<file path="config.mk">
export PLATFORM = sky130hd
export DESIGN_NAME = multicycle_ctrl_flat
export DESIGN_NICKNAME = d
export VERILOG_FILES = /design/src/rtl/multicycle_ctrl_pkg.sv /design/src/rtl/multicycle_ctrl_if.sv /design/src/rtl/multicycle_ctrl_instrdec.sv /design/src/rtl/multicycle_ctrl.sv /design/src/flat_wrapper.sv
export SDC_FILE = /design/constraint.sdc
export NUM_CORES = 1
export LEC_CHECK = 0
export BUFFER_PORTS_ARGS = -buffer_cell sky130_fd_sc_hd__clkbuf_2
export CAP_MARGIN = 20
export CORE_MARGIN = 8
export CORE_UTILIZATION = 44
export CTS_BUF_LIST = sky130_fd_sc_hd__clkbuf_16
export DETAILED_ROUTE_END_ITERATION = 10
export PLACE_DENSITY = 0.88
export SKIP_CTS_REPAIR_TIMING = 1
export SLEW_MARGIN = 30
export SYNTH_ARGS = -nofsm -noshare
export SYNTH_HDL_FRONTEND = slang
export SYNTH_SLANG_ARGS = --single-unit
</file>
<file path="constraint.sdc">
create_clock -name clk -period 1.7 [get_ports clk]
set_input_delay 0.17 -clock clk [delete_from_list [all_inputs] [get_ports clk]]
set_output_delay 0.17 -clock clk [all_outputs]
set_load 0.02 [all_outputs]
</file>
<file path="src/rtl/multicycle_ctrl_pkg.sv">
// Shared types and encodings for the multicycle RV32I control path.
package riscv_ctrl_pkg;

  typedef enum logic [3:0] {
    S_FETCH,
    S_DECODE,
    S_MEMADR,
    S_MEMREAD,
    S_MEMWB,
    S_MEMWRITE,
    S_EXECR,
    S_EXECI,
    S_ALUWB,
    S_BRANCH,
    S_JAL
  } statetype;

  localparam logic [6:0] OP_LOAD   = 7'b0000011;
  localparam logic [6:0] OP_STORE  = 7'b0100011;
  localparam logic [6:0] OP_RTYPE  = 7'b0110011;
  localparam logic [6:0] OP_ITYPE  = 7'b0010011;
  localparam logic [6:0] OP_BRANCH = 7'b1100011;
  localparam logic [6:0] OP_JAL    = 7'b1101111;

  localparam logic [1:0] ALUOP_ADD   = 2'b00;
  localparam logic [1:0] ALUOP_SUB   = 2'b01;
  localparam logic [1:0] ALUOP_FUNCT = 2'b10;

  localparam logic [1:0] SRCA_PC    = 2'b00;
  localparam logic [1:0] SRCA_OLDPC = 2'b01;
  localparam logic [1:0] SRCA_RS1   = 2'b10;

  localparam logic [1:0] SRCB_RS2  = 2'b00;
  localparam logic [1:0] SRCB_IMM  = 2'b01;
  localparam logic [1:0] SRCB_FOUR = 2'b10;

  localparam logic [1:0] RES_ALUOUT    = 2'b00;
  localparam logic [1:0] RES_DATA      = 2'b01;
  localparam logic [1:0] RES_ALURESULT = 2'b10;

  localparam logic [1:0] IMM_I = 2'b00;
  localparam logic [1:0] IMM_S = 2'b01;
  localparam logic [1:0] IMM_B = 2'b10;
  localparam logic [1:0] IMM_J = 2'b11;

endpackage

</file>
<file path="src/rtl/multicycle_ctrl_if.sv">
// Datapath-facing control bundle: instruction fields and flags in, enables/selects out.
interface multicycle_ctrl_if;
  logic [6:0] op;
  logic [2:0] funct3;
  logic       Zero;
  logic       MemReady;
  logic       PCWrite;
  logic       AdrSrc;
  logic       MemWrite;
  logic       IRWrite;
  logic       RegWrite;
  logic [1:0] ResultSrc;
  logic [1:0] ALUSrcA;
  logic [1:0] ALUSrcB;
  logic [1:0] ALUOp;
  logic [1:0] ImmSrc;
  logic       Illegal;

  modport master (
    output op, funct3, Zero, MemReady,
    input  PCWrite, AdrSrc, MemWrite, IRWrite, RegWrite,
           ResultSrc, ALUSrcA, ALUSrcB, ALUOp, ImmSrc, Illegal
  );

  modport slave (
    input  op, funct3, Zero, MemReady,
    output PCWrite, AdrSrc, MemWrite, IRWrite, RegWrite,
           ResultSrc, ALUSrcA, ALUSrcB, ALUOp, ImmSrc, Illegal
  );
endinterface

</file>
<file path="src/rtl/multicycle_ctrl_instrdec.sv">
// Immediate-format decode from the opcode alone.
module instrdec
  import riscv_ctrl_pkg::*;
(
  input  logic [6:0] op,
  output logic [1:0] ImmSrc
);

  // Opcodes without a dedicated format fall back to the I-type layout.
  always_comb begin
    ImmSrc = IMM_I;
    case (op)
      OP_STORE:  ImmSrc = IMM_S;
      OP_BRANCH: ImmSrc = IMM_B;
      OP_JAL:    ImmSrc = IMM_J;
      default:   ImmSrc = IMM_I;
    endcase
  end

endmodule

</file>
<file path="src/rtl/multicycle_ctrl.sv">
// Main control FSM for the multicycle RV32I datapath.
//   state      | meaning
//   S_FETCH    | read instruction at PC, PC+4 -> PC when memory ready
//   S_DECODE   | register read, branch target -> ALUOut, dispatch on op
//   S_MEMADR   | rs1 + imm -> ALUOut (load/store address)
//   S_MEMREAD  | read data memory at ALUOut, wait for MemReady
//   S_MEMWB    | loaded data -> rd
//   S_MEMWRITE | write data memory at ALUOut, held until MemReady
//   S_EXECR    | rs1 op rs2
//   S_EXECI    | rs1 op imm
//   S_ALUWB    | ALUOut -> rd
//   S_BRANCH   | compare rs1/rs2, conditionally load PC from ALUOut
//   S_JAL      | OldPC + 4 -> ALUOut, jump target -> PC
module multicycle_ctrl
  import riscv_ctrl_pkg::*;
#(
  parameter statetype RESET_STATE = S_FETCH
) (
  input  logic        clk,
  input  logic        reset,
  multicycle_ctrl_if.slave bus
);

  statetype   state, next_state;
  logic       pc_update, branch, ir_write, illegal_dec;
  logic       adr_src, mem_write, reg_write;
  logic [1:0] result_src, alu_src_a, alu_src_b, alu_op;
  logic       take_branch;

  // State register; reset aborts whatever instruction was in flight.
  always_ff @(posedge clk or posedge reset) begin
    if (reset) state <= RESET_STATE;
    else       state <= next_state;
  end

  // Next-state and Moore output decode; unlisted outputs stay 0.
  always_comb begin
    next_state  = S_FETCH;
    pc_update   = 1'b0;
    branch      = 1'b0;
    ir_write    = 1'b0;
    illegal_dec = 1'b0;
    adr_src     = 1'b0;
    mem_write   = 1'b0;
    reg_write   = 1'b0;
    result_src  = 2'b00;
    alu_src_a   = 2'b00;
    alu_src_b   = 2'b00;
    alu_op      = 2'b00;
    case (state)
      S_FETCH: begin
        alu_src_a  = SRCA_PC;
        alu_src_b  = SRCB_FOUR;
        alu_op     = ALUOP_ADD;
        result_src = RES_ALURESULT;
        ir_write   = bus.MemReady;
        pc_update  = bus.MemReady;
        next_state = bus.MemReady ? S_DECODE : S_FETCH;
      end
      S_DECODE: begin
        alu_src_a = SRCA_OLDPC;
        alu_src_b = SRCB_IMM;
        alu_op    = ALUOP_ADD;
        case (bus.op)
          OP_LOAD, OP_STORE: next_state = S_MEMADR;
          OP_RTYPE:          next_state = S_EXECR;
          OP_ITYPE:          next_state = S_EXECI;
          OP_JAL:            next_state = S_JAL;
          OP_BRANCH: begin
            if (bus.funct3[2:1] == 2'b00) next_state = S_BRANCH;
            else                          illegal_dec = 1'b1;
          end
          default:           illegal_dec = 1'b1;
        endcase
      end
      S_MEMADR: begin
        alu_src_a  = SRCA_RS1;
        alu_src_b  = SRCB_IMM;
        alu_op     = ALUOP_ADD;
        next_state = (bus.op == OP_LOAD) ? S_MEMREAD : S_MEMWRITE;
      end
      S_MEMREAD: begin
        adr_src    = 1'b1;
        result_src = RES_ALUOUT;
        next_state = bus.MemReady ? S_MEMWB : S_MEMREAD;
      end
      S_MEMWB: begin
        result_src = RES_DATA;
        reg_write  = 1'b1;
      end
      S_MEMWRITE: begin
        adr_src    = 1'b1;
        result_src = RES_ALUOUT;
        mem_write  = 1'b1;
        next_state = bus.MemReady ? S_FETCH : S_MEMWRITE;
      end
      S_EXECR: begin
        alu_src_a  = SRCA_RS1;
        alu_src_b  = SRCB_RS2;
        alu_op     = ALUOP_FUNCT;
        next_state = S_ALUWB;
      end
      S_EXECI: begin
        alu_src_a  = SRCA_RS1;
        alu_src_b  = SRCB_IMM;
        alu_op     = ALUOP_FUNCT;
        next_state = S_ALUWB;
      end
      S_ALUWB: begin
        result_src = RES_ALUOUT;
        reg_write  = 1'b1;
      end
      S_BRANCH: begin
        alu_src_a  = SRCA_RS1;
        alu_src_b  = SRCB_RS2;
        alu_op     = ALUOP_SUB;
        result_src = RES_ALUOUT;
        branch     = 1'b1;
      end
      S_JAL: begin
        alu_src_a  = SRCA_OLDPC;
        alu_src_b  = SRCB_FOUR;
        alu_op     = ALUOP_ADD;
        result_src = RES_ALUOUT;
        pc_update  = 1'b1;
        next_state = S_ALUWB;
      end
      default: next_state = S_FETCH;
    endcase
  end

  // funct3[0] selects bne (take on not-equal) versus beq.
  assign take_branch = branch & (bus.funct3[0] ? ~bus.Zero : bus.Zero);

  // Strobes are masked during reset since S_FETCH would otherwise follow MemReady.
  assign bus.PCWrite   = ~reset & (pc_update | take_branch);
  assign bus.IRWrite   = ~reset & ir_write;
  assign bus.RegWrite  = ~reset & reg_write;
  assign bus.MemWrite  = ~reset & mem_write;
  assign bus.Illegal   = ~reset & illegal_dec;
  assign bus.AdrSrc    = adr_src;
  assign bus.ResultSrc = result_src;
  assign bus.ALUSrcA   = alu_src_a;
  assign bus.ALUSrcB   = alu_src_b;
  assign bus.ALUOp     = alu_op;

  instrdec u_instrdec (
    .op     (bus.op),
    .ImmSrc (bus.ImmSrc)
  );

endmodule

</file>
<file path="src/flat_wrapper.sv">
// flat-port wrapper written by rule: the top's interface ports become plain ports
module multicycle_ctrl_flat import riscv_ctrl_pkg::*;
#(
  parameter statetype RESET_STATE = S_FETCH
)
  (clk, reset, bus_op, bus_funct3, bus_Zero, bus_MemReady, bus_PCWrite, bus_AdrSrc, bus_MemWrite, bus_IRWrite, bus_RegWrite, bus_ResultSrc, bus_ALUSrcA, bus_ALUSrcB, bus_ALUOp, bus_ImmSrc, bus_Illegal);
  multicycle_ctrl_if bus_i ();
  input  logic clk;
  input  logic reset;
  input wire logic [$bits(bus_i.op)-1:0] bus_op;
  input wire logic [$bits(bus_i.funct3)-1:0] bus_funct3;
  input wire logic [$bits(bus_i.Zero)-1:0] bus_Zero;
  input wire logic [$bits(bus_i.MemReady)-1:0] bus_MemReady;
  output wire logic [$bits(bus_i.PCWrite)-1:0] bus_PCWrite;
  output wire logic [$bits(bus_i.AdrSrc)-1:0] bus_AdrSrc;
  output wire logic [$bits(bus_i.MemWrite)-1:0] bus_MemWrite;
  output wire logic [$bits(bus_i.IRWrite)-1:0] bus_IRWrite;
  output wire logic [$bits(bus_i.RegWrite)-1:0] bus_RegWrite;
  output wire logic [$bits(bus_i.ResultSrc)-1:0] bus_ResultSrc;
  output wire logic [$bits(bus_i.ALUSrcA)-1:0] bus_ALUSrcA;
  output wire logic [$bits(bus_i.ALUSrcB)-1:0] bus_ALUSrcB;
  output wire logic [$bits(bus_i.ALUOp)-1:0] bus_ALUOp;
  output wire logic [$bits(bus_i.ImmSrc)-1:0] bus_ImmSrc;
  output wire logic [$bits(bus_i.Illegal)-1:0] bus_Illegal;
  assign bus_i.op = bus_op;
  assign bus_i.funct3 = bus_funct3;
  assign bus_i.Zero = bus_Zero;
  assign bus_i.MemReady = bus_MemReady;
  assign bus_PCWrite = bus_i.PCWrite;
  assign bus_AdrSrc = bus_i.AdrSrc;
  assign bus_MemWrite = bus_i.MemWrite;
  assign bus_IRWrite = bus_i.IRWrite;
  assign bus_RegWrite = bus_i.RegWrite;
  assign bus_ResultSrc = bus_i.ResultSrc;
  assign bus_ALUSrcA = bus_i.ALUSrcA;
  assign bus_ALUSrcB = bus_i.ALUSrcB;
  assign bus_ALUOp = bus_i.ALUOp;
  assign bus_ImmSrc = bus_i.ImmSrc;
  assign bus_Illegal = bus_i.Illegal;
  multicycle_ctrl #(.RESET_STATE(RESET_STATE)) u_core (.clk(clk), .reset(reset), .bus(bus_i));
endmodule
</file>
Word-level counts from Yosys, hierarchy flattened
Index checks and enable logic that the tools add are counted.
{ "word_totals": {"elab_cells": 60, "input_bits": 14, "register_bits": 4} }
{ "op_classes": {"bitwise_logic": 9, "eq_ne": 16, "reduce_logical": 12, "muxes": 22} }
{ "ops": {"columns": ["operator", "count"], "rows": [
  ["4-bit case mux with 6 select lines", 1],
  ["4-bit case mux with 5 select lines", 1],
  ["4-bit by 3-bit equality test with 1-bit output, second input constant", 4],
  ["2-bit case mux with 2 select lines", 4],
  ["7-bit by 6-bit equality test with 1-bit output, second input constant", 2],
  ["7-bit equality test, second input constant", 2],
  ["4-bit equality test, second input constant", 3],
  ["2-bit OR reduction", 6],
  ["1-bit two-way mux", 9],
  ["3-bit two-way mux", 3],
  ["4-bit by 2-bit equality test with 1-bit output, second input constant", 2],
  ["7-bit by 2-bit equality test with 1-bit output, second input constant", 1],
  ["7-bit by 5-bit equality test with 1-bit output, second input constant", 1],
  ["1-bit AND", 6],
  ["2-bit case mux with 3 select lines", 1],
  ["3-bit OR reduction", 2],
  ["5-bit OR reduction", 1],
  ["4-bit by 1-bit equality test with 1-bit output, second input constant", 1],
  ["4-bit zero test", 1],
  ["4-bit two-way mux", 1],
  ["1-bit case mux with 2 select lines", 2],
  ["4-bit OR reduction", 1],
  ["2-bit zero test", 1],
  ["1-bit inverter", 2],
  ["1-bit OR", 1]
]} }

Longest topological paths before layout
{ "depth": {"word_depth": 5, "depth_mapped": 5, "mapped_depth_nobuf": 4} }

Hierarchy
A second synthesis with hierarchy kept.
{ "unflattened": {"cells_unflattened": 84, "hier_area_um2": 574.3} }
{ "by_module_without_submodules": {"columns": ["mod", "area_each_um2", "n_inst", "cells_each"], "rows": [
  ["multicycle_ctrl", 530.5, 1, 78],
  ["instrdec", 43.8, 1, 6]
]} }

Worst setup path after synthesis
Ideal clock, no wire load.
{ "synth_timing": {"path_kind": "register to output", "start": "register u_core.state[3]", "end": "output bus_PCWrite", "arrival_ns": 1.597, "path_stages_with_launch": 6, "slack_ns": -0.067, "n_path_buf": 1, "cell_sequence": "dfrtp_1 -> buf_2 -> or3b_2 -> a21oi_1 -> a31oi_1 -> nor3_1"} }
{ "synth_via": {"elab_chain_len": 5, "elab_cells_between_ends": 8, "classes_between": "eq/ne: 2; mux: 2; bitwise: 3; reduce/logical: 1"} }
{ "synth_rtl": {"columns": ["item", "line_no", "text"], "rows": [
  ["start: declaration", "multicycle_ctrl.sv:24", "statetype state, next_state;"],
  ["start signal: assignment", "multicycle_ctrl.sv:33", "else state <= next_state;"],
  ["4-bit equality test", "multicycle_ctrl.sv:50", "case (state)"],
  ["1-bit two-way mux", "multicycle_ctrl.sv:50", null],
  ["1-bit AND", "multicycle_ctrl.sv:133", "assign take_branch = branch & (bus.funct3[0] ? ~bus.Zero : bus.Zero);"],
  ["1-bit OR *", "multicycle_ctrl.sv:136", "assign bus.PCWrite = ~reset & (pc_update | take_branch);"],
  ["1-bit AND *", "multicycle_ctrl.sv:136", null],
  ["end: declaration", "flat_wrapper.sv:14", "output wire logic [$bits(bus_i.PCWrite)-1:0] bus_PCWrite;"]
]} }
Every way passes the cells marked *; elsewhere a longest branch is shown, timed or not.

Final worst setup path
{ "layout_timing": {"start": "register u_core.state[1]", "end": "output bus_PCWrite"} }
The elaborated chain is that of the path after synthesis.

==> impl_metrics.csv <==
group,metric,value,unit
run_status,status,"completed",
sta,layout_min_cycle_time,1660,ps
sta,hold_viol,0,
worst_setup_path,ff2ff_setup_slack,90,ps
worst_setup_path,worstPathArrival,1490,ps
final_layout,fin_area,883,µm²
sta,rsz0062_at_grt,"yes",
grt,grt_pass1_vias,776,
routing,finalWirelength,1960,µm
grt,met2_usage,0.245,
worst_setup_path,path_max_fanout,2,
worst_setup_path,setup.worst_path.end_class,"output pin",
die,die_h,52.4,µm
pwr,powerDensity,710,nW/µm²
sta,max_freq,601,MHz
final_layout,largest_registers,"u_core.state x4",
sta,fin_skew,2.92,ps
synth,yosys_warnings,0,
routing,postRouteAntennaNets,0,
sta,tightestPinTransition,335,ps
synth,synth_cell_type_count,33,
pwr,internal_power,0.000463,W
worst_setup_path,crit_type,"reg2out",
hold_path,hold_path.class,"in2reg",
flow_run,max_cap_violations,0,
clock_network,cts_num_sinks,4,
grt,busiest_layer,"met2",
routing,avgViaCountPerCell,6.22,
grt,grt_util_met1,0.162,
placement,portBuffers,29,
clock_network,clock_path_buffers,2,
grt,grt_util_met3,0.0455,
routing,vias,834,
pwr,max-vdd-ir-drop,349,µV
synth,synth.avg_cell_area,6.72,µm²
placement,globalplace.congestion,0.836,
placement,placed_area,785,µm²
placement,dp_hpwl,1480,µm
die,coreArea,1270,µm²
clock_network,cts_buffers,3,
worst_setup_path,required,1530,ps
final_layout,final_common_cell,"clkbuf_2",
synth,ys_seq_area_frac,0.171,
pwr,p_sw,0.000164,W
routing,drt_iter0_markers,21,
die,ioPinCount,30,
pwr,pwr-share-seq,0.174,
synth,syn_inst,87,
die,core.rowCount,13,
worst_setup_path,cp-start-kind,"flip-flop",
grt,antenna_found_initial,0,
synth,syn_nets,101,
placement,dp.cells,130,
final_layout,largest-register,"u_core.state",
synth,ys_ff_latch,4,
die,chipWidth,52.4,µm
routing,wire_per_inst,14.6,µm
clock_network,root_buffer,"clkbuf_16",
pwr,p_clk_frac,0.582,
pwr,combinationalPowerShare,0.244,
sta,setup_viol,0,
synth,synth-main-ff-cell,"dfrtp_1",
synth,synth_edf_count,0,
grt,grt_pass1_wl,3220,µm
final_layout,layout.cells.non_filler,134,
synth,async_reset_ff_frac,1.00,
pwr,p_sw_frac,0.262,
final_layout,nets,135,
final_layout,diodes,0,
sta,slew_viol_final,0,
sta,fin_setup_tns,0,ps
final_layout,drive_gt1_frac,0.412,
final_layout,largest_reg_flops,4,
pwr,p_leak,0.382,nW
routing,drc,0,
final_layout,final_cell_mix,"clkbuf_2 (28), nor2_1 (11), nor3_1 (6), nand2_1 (6)",
die,fp.dieArea,2750,µm²
grt,grt-ovfl-total,0,
clock_network,clk_latency,220,ps
routing,firstDrtPassIters,4,
synth,syn-cell-area,584,µm²
grt,grt_usage,0.146,
clock_network,clk_pin_slew_worst_paths,30,ps
die,start_util,0.461,
sta,max_slew_margin,0.774,
clock_network,cts_tree,"yes",
sta,fin_crit_sh,0.979,
final_layout,area_growth_syn_to_layout,51.2,%
grt,grt_max_degree,18,
clock_network,h-tree-depth,1,
## logic make-up (layout without fill, tap and decap cells)
family,count (synthesis),in the layout,synth area share
flip-flops,4,4,0.171
AND/OR/NAND/NOR,49,49,0.458
XOR/XNOR,3,3,0.0450
buffers and inverters,9,41,0.0621
AO/OA/AOI/OAI,22,22,0.263
## Yosys cell counts, types with 2 or more instances
library cell  instances  area share
nand2b_1              5       0.054
nor2_1               11       0.071
o21ai_0               3       0.026
nor2b_1               3       0.032
nand3_1               3       0.026
xnor2_1               2       0.030
or3b_2                2       0.030
inv_1                 3       0.019
buf_2                 2       0.017
a21oi_1               6       0.051
o22ai_1               2       0.021
a31oi_1               3       0.032
nor3_1                7       0.060
clkbuf_1              4       0.026
dfrtp_1               4        0.17
nand3b_1              2       0.026
nand2_1               6       0.039
nor4_1                3       0.032
or2_2                 2       0.021
## critical path, stage by stage, from the launching register on
cell	delay (ps)
dfrtp_1	410
or3b_4	410
a21oi_2	130
a31oi_1	60
nor3_2	110
buf_4	160
## through the flow
stage / utilization / setup WS, ps / total power (W) / hold slack, ps
floorplan: - / 85.9 / 0.000195 / -55.9
global placement: 0.618 / 99.4 / 0.000252 / 118
detailed placement: 0.618 / 84.9 / 0.000254 / 124
CTS: 0.678 / -161 / 0.000621 / -94.8
global route: 0.696 / -26.7 / 0.000655 / 288
finish: 0.696 / 35.8 / 0.000627 / 274
## final cells by class
type,count,area [µm²]
tap,15,18.8
sequential,4,103
inverter,3,11.3
clock buffer,3,75.1
multi-input combinational,74,468
fill,101,385
timing repair buffer,35,208
## worst paths after layout
| kind | cells past startpoint | endpoint | startpoint |
|---|---|---|---|
| setup / recovery | 5 | bus_PCWrite | u_core.state[1]$_DFF_PP0_ |
| setup reg to reg | 5 | u_core.state[3]$_DFF_PP0_ | u_core.state[1]$_DFF_PP0_ |
| hold reg to reg | 2 | u_core.state[2]$_DFF_PP0_ | u_core.state[3]$_DFF_PP0_ |
| max in group asynchronous | 3 | u_core.state[0]$_DFF_PP0_ | reset |
| min in group asynchronous | 3 | u_core.state[3]$_DFF_PP0_ | reset |
| hold / removal | 3 | u_core.state[2]$_DFF_PP0_ | bus_op[4] |
## routing by layer
metal	wire length, µm	part of all wire
met5	0	0
met4	59	0.030
met3	115	0.059
met2	1040	0.53
met1	740	0.38
## power groups by stage
stage	registers [W]	clock network, W	logic [W]
floorplan	0.000102	0	0.0000932
global placement	0.000108	0	0.000144
detailed placement	0.000108	0	0.000145
CTS	0.000108	0.000366	0.000147
global route	0.000110	0.000379	0.000167
finish	0.000109	0.000365	0.000153
(Power assumes the default switching activity.)
